===== src/rtl/cp0_pkg.sv =====
// Shared definitions for the CP0 exception/interrupt sequencer:
// cause codes, Status bit positions and the sequencer state encoding.
package cp0_pkg;

    localparam logic [4:0] CAUSE_INT     = 5'b00000;
    localparam logic [4:0] CAUSE_SYSCALL = 5'b01000;
    localparam logic [4:0] CAUSE_BREAK   = 5'b01001;
    localparam logic [4:0] CAUSE_TEQ     = 5'b01101;

    localparam int ST_IE  = 0;
    localparam int ST_SYS = 1;
    localparam int ST_BRK = 2;
    localparam int ST_TEQ = 3;
    localparam int ST_INT = 8;

    typedef enum logic [2:0] {
        IDLE      = 3'd0,
        EXC_ENTER = 3'd1,
        EXC_REDIR = 3'd2,
        RET_ENTER = 3'd3,
        RET_REDIR = 3'd4
    } state_t;

endpackage


===== src/rtl/cp0_irq_sync.sv =====
// Synchroniser for the asynchronous interrupt line; emits a single
// cycle pulse on each synchronised rising edge.
module cp0_irq_sync #(
    parameter int STAGES = 2
) (
    input  logic clk,
    input  logic rst,
    input  logic intr,
    output logic pulse
);

    logic [STAGES-1:0] chain;
    logic              prev;

    // Flop chain into the clock domain, plus one flop for edge detection
    always_ff @(posedge clk) begin
        if (!rst) begin
            chain <= '0;
            prev  <= 1'b0;
        end else begin
            chain <= {chain[STAGES-2:0], intr};
            prev  <= chain[STAGES-1];
        end
    end

    assign pulse = chain[STAGES-1] & ~prev;

endmodule


===== src/rtl/cp0_exc_sequencer.sv =====
// Exception/eret sequencer between the single-cycle datapath and CP0:
// prioritises traps/eret/interrupt, strobes CP0 and redirects the PC.
module cp0_exc_sequencer
    import cp0_pkg::*;
#(
    parameter int         SYNC_STAGES = 2,
    parameter logic [4:0] C_INT       = CAUSE_INT,
    parameter logic [4:0] C_SYSCALL   = CAUSE_SYSCALL,
    parameter logic [4:0] C_BREAK     = CAUSE_BREAK,
    parameter logic [4:0] C_TEQ       = CAUSE_TEQ
) (
    input  logic        clk,
    input  logic        rst,
    input  logic        id_valid,
    input  logic [31:0] id_pc,
    input  logic        syscall_req,
    input  logic        break_req,
    input  logic        teq_req,
    input  logic        eret_req,
    input  logic        intr,
    input  logic [31:0] status,
    input  logic [31:0] exc_addr,
    input  logic [31:0] ret_addr,
    output logic        cp0_exception,
    output logic        cp0_eret,
    output logic [4:0]  cp0_cause,
    output logic [31:0] cp0_pc,
    output logic        stall,
    output logic        pc_redirect,
    output logic [31:0] redirect_addr,
    output logic        busy
);

    state_t     state;
    logic       int_pend;
    logic       irq_pulse;
    logic       stall_q;
    logic       take_exc;
    logic       take_eret;
    logic [4:0] take_cause;
    logic       sys_ok;
    logic       brk_ok;
    logic       teq_ok;
    logic       irq_ok;
    logic       unused_status;

    assign unused_status = ^{status[31:9], status[7:4]};

    cp0_irq_sync #(
        .STAGES (SYNC_STAGES)
    ) u_sync (
        .clk   (clk),
        .rst   (rst),
        .intr  (intr),
        .pulse (irq_pulse)
    );

    assign sys_ok = syscall_req & status[ST_IE] & status[ST_SYS];
    assign brk_ok = break_req & status[ST_IE] & status[ST_BRK];
    assign teq_ok = teq_req & status[ST_IE] & status[ST_TEQ];
    assign irq_ok = int_pend & status[ST_IE] & status[ST_INT];

    // Priority pick of the request to take; only sampled in IDLE
    always_comb begin
        take_exc   = 1'b0;
        take_eret  = 1'b0;
        take_cause = C_INT;
        if (state == IDLE && id_valid) begin
            priority case (1'b1)
                sys_ok: begin
                    take_exc   = 1'b1;
                    take_cause = C_SYSCALL;
                end
                brk_ok: begin
                    take_exc   = 1'b1;
                    take_cause = C_BREAK;
                end
                teq_ok: begin
                    take_exc   = 1'b1;
                    take_cause = C_TEQ;
                end
                eret_req: begin
                    take_eret  = 1'b1;
                end
                irq_ok: begin
                    take_exc   = 1'b1;
                    take_cause = C_INT;
                end
                default: begin
                end
            endcase
        end
    end

    // Pending interrupt: a new edge wins over the clear of a taken one
    always_ff @(posedge clk) begin
        if (!rst) begin
            int_pend <= 1'b0;
        end else if (irq_pulse) begin
            int_pend <= 1'b1;
        end else if (state == EXC_ENTER && cp0_cause == C_INT) begin
            int_pend <= 1'b0;
        end
    end

    // Sequencer FSM with registered strobes, cause and pc
    always_ff @(posedge clk) begin
        if (!rst) begin
            state         <= IDLE;
            cp0_exception <= 1'b0;
            cp0_eret      <= 1'b0;
            cp0_cause     <= '0;
            cp0_pc        <= '0;
            pc_redirect   <= 1'b0;
            stall_q       <= 1'b0;
        end else begin
            unique case (state)
                IDLE: begin
                    if (take_exc) begin
                        state         <= EXC_ENTER;
                        cp0_exception <= 1'b1;
                        cp0_cause     <= take_cause;
                        cp0_pc        <= id_pc;
                        stall_q       <= 1'b1;
                    end else if (take_eret) begin
                        state    <= RET_ENTER;
                        cp0_eret <= 1'b1;
                        stall_q  <= 1'b1;
                    end
                end
                EXC_ENTER: begin
                    state         <= EXC_REDIR;
                    cp0_exception <= 1'b0;
                    cp0_cause     <= '0;
                    cp0_pc        <= '0;
                    pc_redirect   <= 1'b1;
                end
                EXC_REDIR: begin
                    state       <= IDLE;
                    pc_redirect <= 1'b0;
                    stall_q     <= 1'b0;
                end
                RET_ENTER: begin
                    state       <= RET_REDIR;
                    cp0_eret    <= 1'b0;
                    pc_redirect <= 1'b1;
                end
                RET_REDIR: begin
                    state       <= IDLE;
                    pc_redirect <= 1'b0;
                    stall_q     <= 1'b0;
                end
                default: begin
                    state         <= IDLE;
                    cp0_exception <= 1'b0;
                    cp0_eret      <= 1'b0;
                    cp0_cause     <= '0;
                    cp0_pc        <= '0;
                    pc_redirect   <= 1'b0;
                    stall_q       <= 1'b0;
                end
            endcase
        end
    end

    // Redirect target follows the live CP0 vector/EPC in the redirect cycle
    always_comb begin
        redirect_addr = '0;
        if (pc_redirect) begin
            redirect_addr = (state == EXC_REDIR) ? exc_addr : ret_addr;
        end
    end

    assign stall = stall_q | take_exc | take_eret;
    assign busy  = (state != IDLE);

endmodule

===== config.mk =====
export PLATFORM = sky130hd
export DESIGN_NAME = cp0_exc_sequencer
export DESIGN_NICKNAME = d
export VERILOG_FILES = /design/src/rtl/cp0_pkg.sv /design/src/rtl/cp0_irq_sync.sv /design/src/rtl/cp0_exc_sequencer.sv
export SDC_FILE = /design/constraint.sdc
export NUM_CORES = 1
export LEC_CHECK = 0
export BUFFER_PORTS_ARGS = -buffer_cell sky130_fd_sc_hd__buf_2
export CAP_MARGIN = 20
export CORE_MARGIN = 3
export CORE_UTILIZATION = 37
export CTS_BUF_LIST = sky130_fd_sc_hd__clkbuf_2
export DETAILED_ROUTE_END_ITERATION = 12
export PLACE_DENSITY = 0.84
export SETUP_SLACK_MARGIN = 0.3
export SLEW_MARGIN = 20
export SYNTH_ARGS = -nofsm -noshare
export SYNTH_HDL_FRONTEND = slang
export SYNTH_SLANG_ARGS = --single-unit
export TNS_END_PERCENT = 100

===== constraint.sdc =====
create_clock -name clk -period 1.9 [get_ports clk]
set_input_delay 0 -clock clk [delete_from_list [all_inputs] [get_ports clk]]
set_output_delay 0 -clock clk [all_outputs]
set_load 0.01 [all_outputs]

==> impl_metrics.ini <==
[pwr]
peakVddDrop_uv = 564
p_per_area_nw_per_um2 = 582
pwr-share-clk = 0.232
sw_frac_of_total = 0.289
seqPwrFrac = 0.466
p_leak_nw = 2.04
pwr-share-comb = 0.302
p_int_mw = 1.60
switchingPower_mw = 0.650

[global_route]
grt_use_met1 = 0.269
grt_util_met2 = 0.440
grt_pass1_vias = 2581
grt.total_usage = 0.244
overflow = 0
use_met3 = 0.0768
grt_max_degree = 37
grt_pass1_wl_um = 12500
grt_antenna_before_repair = 0
busiest_layer = met2

[sta]
hold_violations = 0
skew_ns = 0.00944
fmax_ghz = 0.560
fin_crit_sh = 0.941
period_minus_slack_ns = 1.79
rsz0062_at_grt = true
fin_setup_tns_ns = 0
setup_violations = 0
timing.final.max_slew_violations = 0

[hold_path]
hold_depth = 4
hold_path.class = input port to register

[synthesis]
synth_mux_area_frac = 0
ys_seq_area_frac = 0.434
synthArstFlopShare = 0
synthCells = 242
synth_compound_area_frac = 0.311
synth-seq-cells = 46
synth_top_family_by_area = compound AO/OA/AOI/OAI gates
netlist_area_um2 = 2120
synth_edf_count = 0
synthAdderAreaFrac = 0
ys.flop_type = dfxtp_1
yosys.area_share.simple = 0.183
ys_warn_count = 0
syn_avg_cell_area_um2 = 8.77
ys_types = 36
synth_xor_area_frac = 0

[worst_setup_path]
crit_family = compound AO/OA/AOI/OAI gates
path_buf_inv = 3
critPathCaptureType = register
critical_path_depth = 7
cpMaxStageDelayCell = dfxtp_2
start_kind = register
crit_fanout = 8
path_cells = and4b_1, a211oi_2, buf_4, o2111a_2, buf_12, clkbuf_16, a22o_1
cpPeakStageDelay_ns = 0.40
critPathKind = register to register
cp_data_required_time_ns = 2.23
crit_arrival_ns = 2.11
r2r_cells = 7

[routing]
wl_per_cell_um = 17.8
drt_first_iter_violations = 96
dr.pass1.iters = 5
via_per_inst = 5.22
drc = 0
routed_wl_um = 9720
postRouteAntennaNets = 0
num_vias = 2851

[floorplanning]
die-area_um2 = 6680
ios = 210
start_util = 0.398
num_rows = 26
core-area_um2 = 5340
die-height_um = 81.8
die_w_um = 81.8

[placement]
post-dp-hpwl_um = 5330
place.gp.congestion = 0.758
dp_cells = 478
portBuffers = 180

[clock_network]
cts_root_buffer = clkbuf_2
cts-htree-levels = 2
clkSinkCount = 46
cts_tree = yes
clockBufferDepth = 2
worstSkewPairLatency_ns = 0.41
cts_made_buffers = 5
clk_pin_slew_ns = 0.23

[cells_and_area]
final_layout_size_suffix_gt1_frac = 0.475
final_cell_mix = buf_2, nand2_1, dfxtp_1
layout.nets = 612
fin_util = 0.723
multiInputGateArea_um2 = 1100
syn2layout_area_growth_pct = 81.8
antenna_cells = 0
seqCellArea_um2 = 933
final_common_cell = buf_2
finalNonFillerCells = 546
fillers = 372

[run_status]
status = completed

[job]
maxCapViolCount = 0
==> worst reg2reg max path, stage by stage, from the launching register on <==
cell and delay (ns):
dfxtp_2 0.40, and4b_1 0.27, a211oi_2 0.07, buf_4 0.15, o2111a_2 0.27, buf_12 0.15, clkbuf_16 0.16, a22o_1 0.24
==> final timing paths <==
path                            slack (ns)        start   endpoint
worst max-delay path                  0.11     int_pend  cp0_pc[5]
worst min-delay path                  0.05     id_valid   state[0]
worst max register to register        0.11     int_pend  cp0_pc[5]
worst min register to register        0.49  u_sync.prev   int_pend
==> layout make-up <==
class	count	area share
Tap cell	70	0.0227
Sequential cell	46	0.242
Clock inverter	2	0.00875
Clock buffer	5	0.00648
Timing Repair Buffer	246	0.433
Inverter	3	0.00292
Multi-Input combinational cell	174	0.285
==> stage by stage <==
step | setup WS, ns | instance area [um^2] | power [mW] | hold WS [ns]
after floorplan | 0.455 | 2130 | 1.31 | 0.119
after global placement | 0.372 | 3040 | 1.51 | 0.209
after detailed placement | 0.308 | 3040 | 1.52 | 0.214
after CTS | 0.208 | 3630 | 2.11 | 0.00744
after global routing | 0.0203 | 3860 | 2.33 | 0.0102
final | 0.113 | 3860 | 2.25 | 0.0475
==> repair_timing <==
item                                    CTS  global route
gates cloned                              1             8
hold buffers                             40             0
endpoints found under the setup margin   65            70
resized for setup                        16            11
buffers inserted                          7             5
pin swaps                                 2            24
hold endpoints to repair                 45             0
==> flip-flops by register name, summed over array words and instances, names as in the netlist, 2 cells and up <==
register	cells
cp0_cause	3
cp0_pc	32
state	3
u_sync.chain	2
==> power groups by stage <==
stage | registers [mW] | clock network (mW) | logic (mW)
detailed placement | 1.06 | 0 | 0.458
global route | 1.05 | 0.560 | 0.722
floorplan | 1.08 | 0 | 0.237
CTS | 1.04 | 0.513 | 0.561
finish | 1.05 | 0.522 | 0.679
global placement | 1.06 | 0 | 0.448
==> per-layer routing <==
layer	vias up	wire, um
li1	1314	-
met1	1317	3500
met2	200	4870
met3	20	1160
met4	0	182
met5	-	0
==> cells in the mapped netlist, drive strengths merged, types with 2 or more instances <==
master / instances / share of area
a22o: 34 / 0.14
nor2: 5 / 0.010
dfxtp: 46 / 0.43
buf: 13 / 0.053
or3: 2 / 0.0059
inv: 3 / 0.0053
nand3: 2 / 0.0047
a211oi: 2 / 0.0094
a21boi: 34 / 0.12
nand2: 67 / 0.12
nand2b: 2 / 0.0059
a21oi: 4 / 0.0094
clkbuf: 7 / 0.012
and2: 3 / 0.0088
o21ai: 3 / 0.0071
nor3: 2 / 0.0047
==> cells by family (layout without fill, tap and decap cells) <==
| family | after synthesis | count (layout) |
|---|---|---|
| compound gates | 83 | 83 |
| buf+inv | 23 | 256 |
| flops | 46 | 46 |
| other cells | 1 | 2 |
| simple gates | 89 | 89 |
No activity file was read; power rests on OpenSTA's default activity.
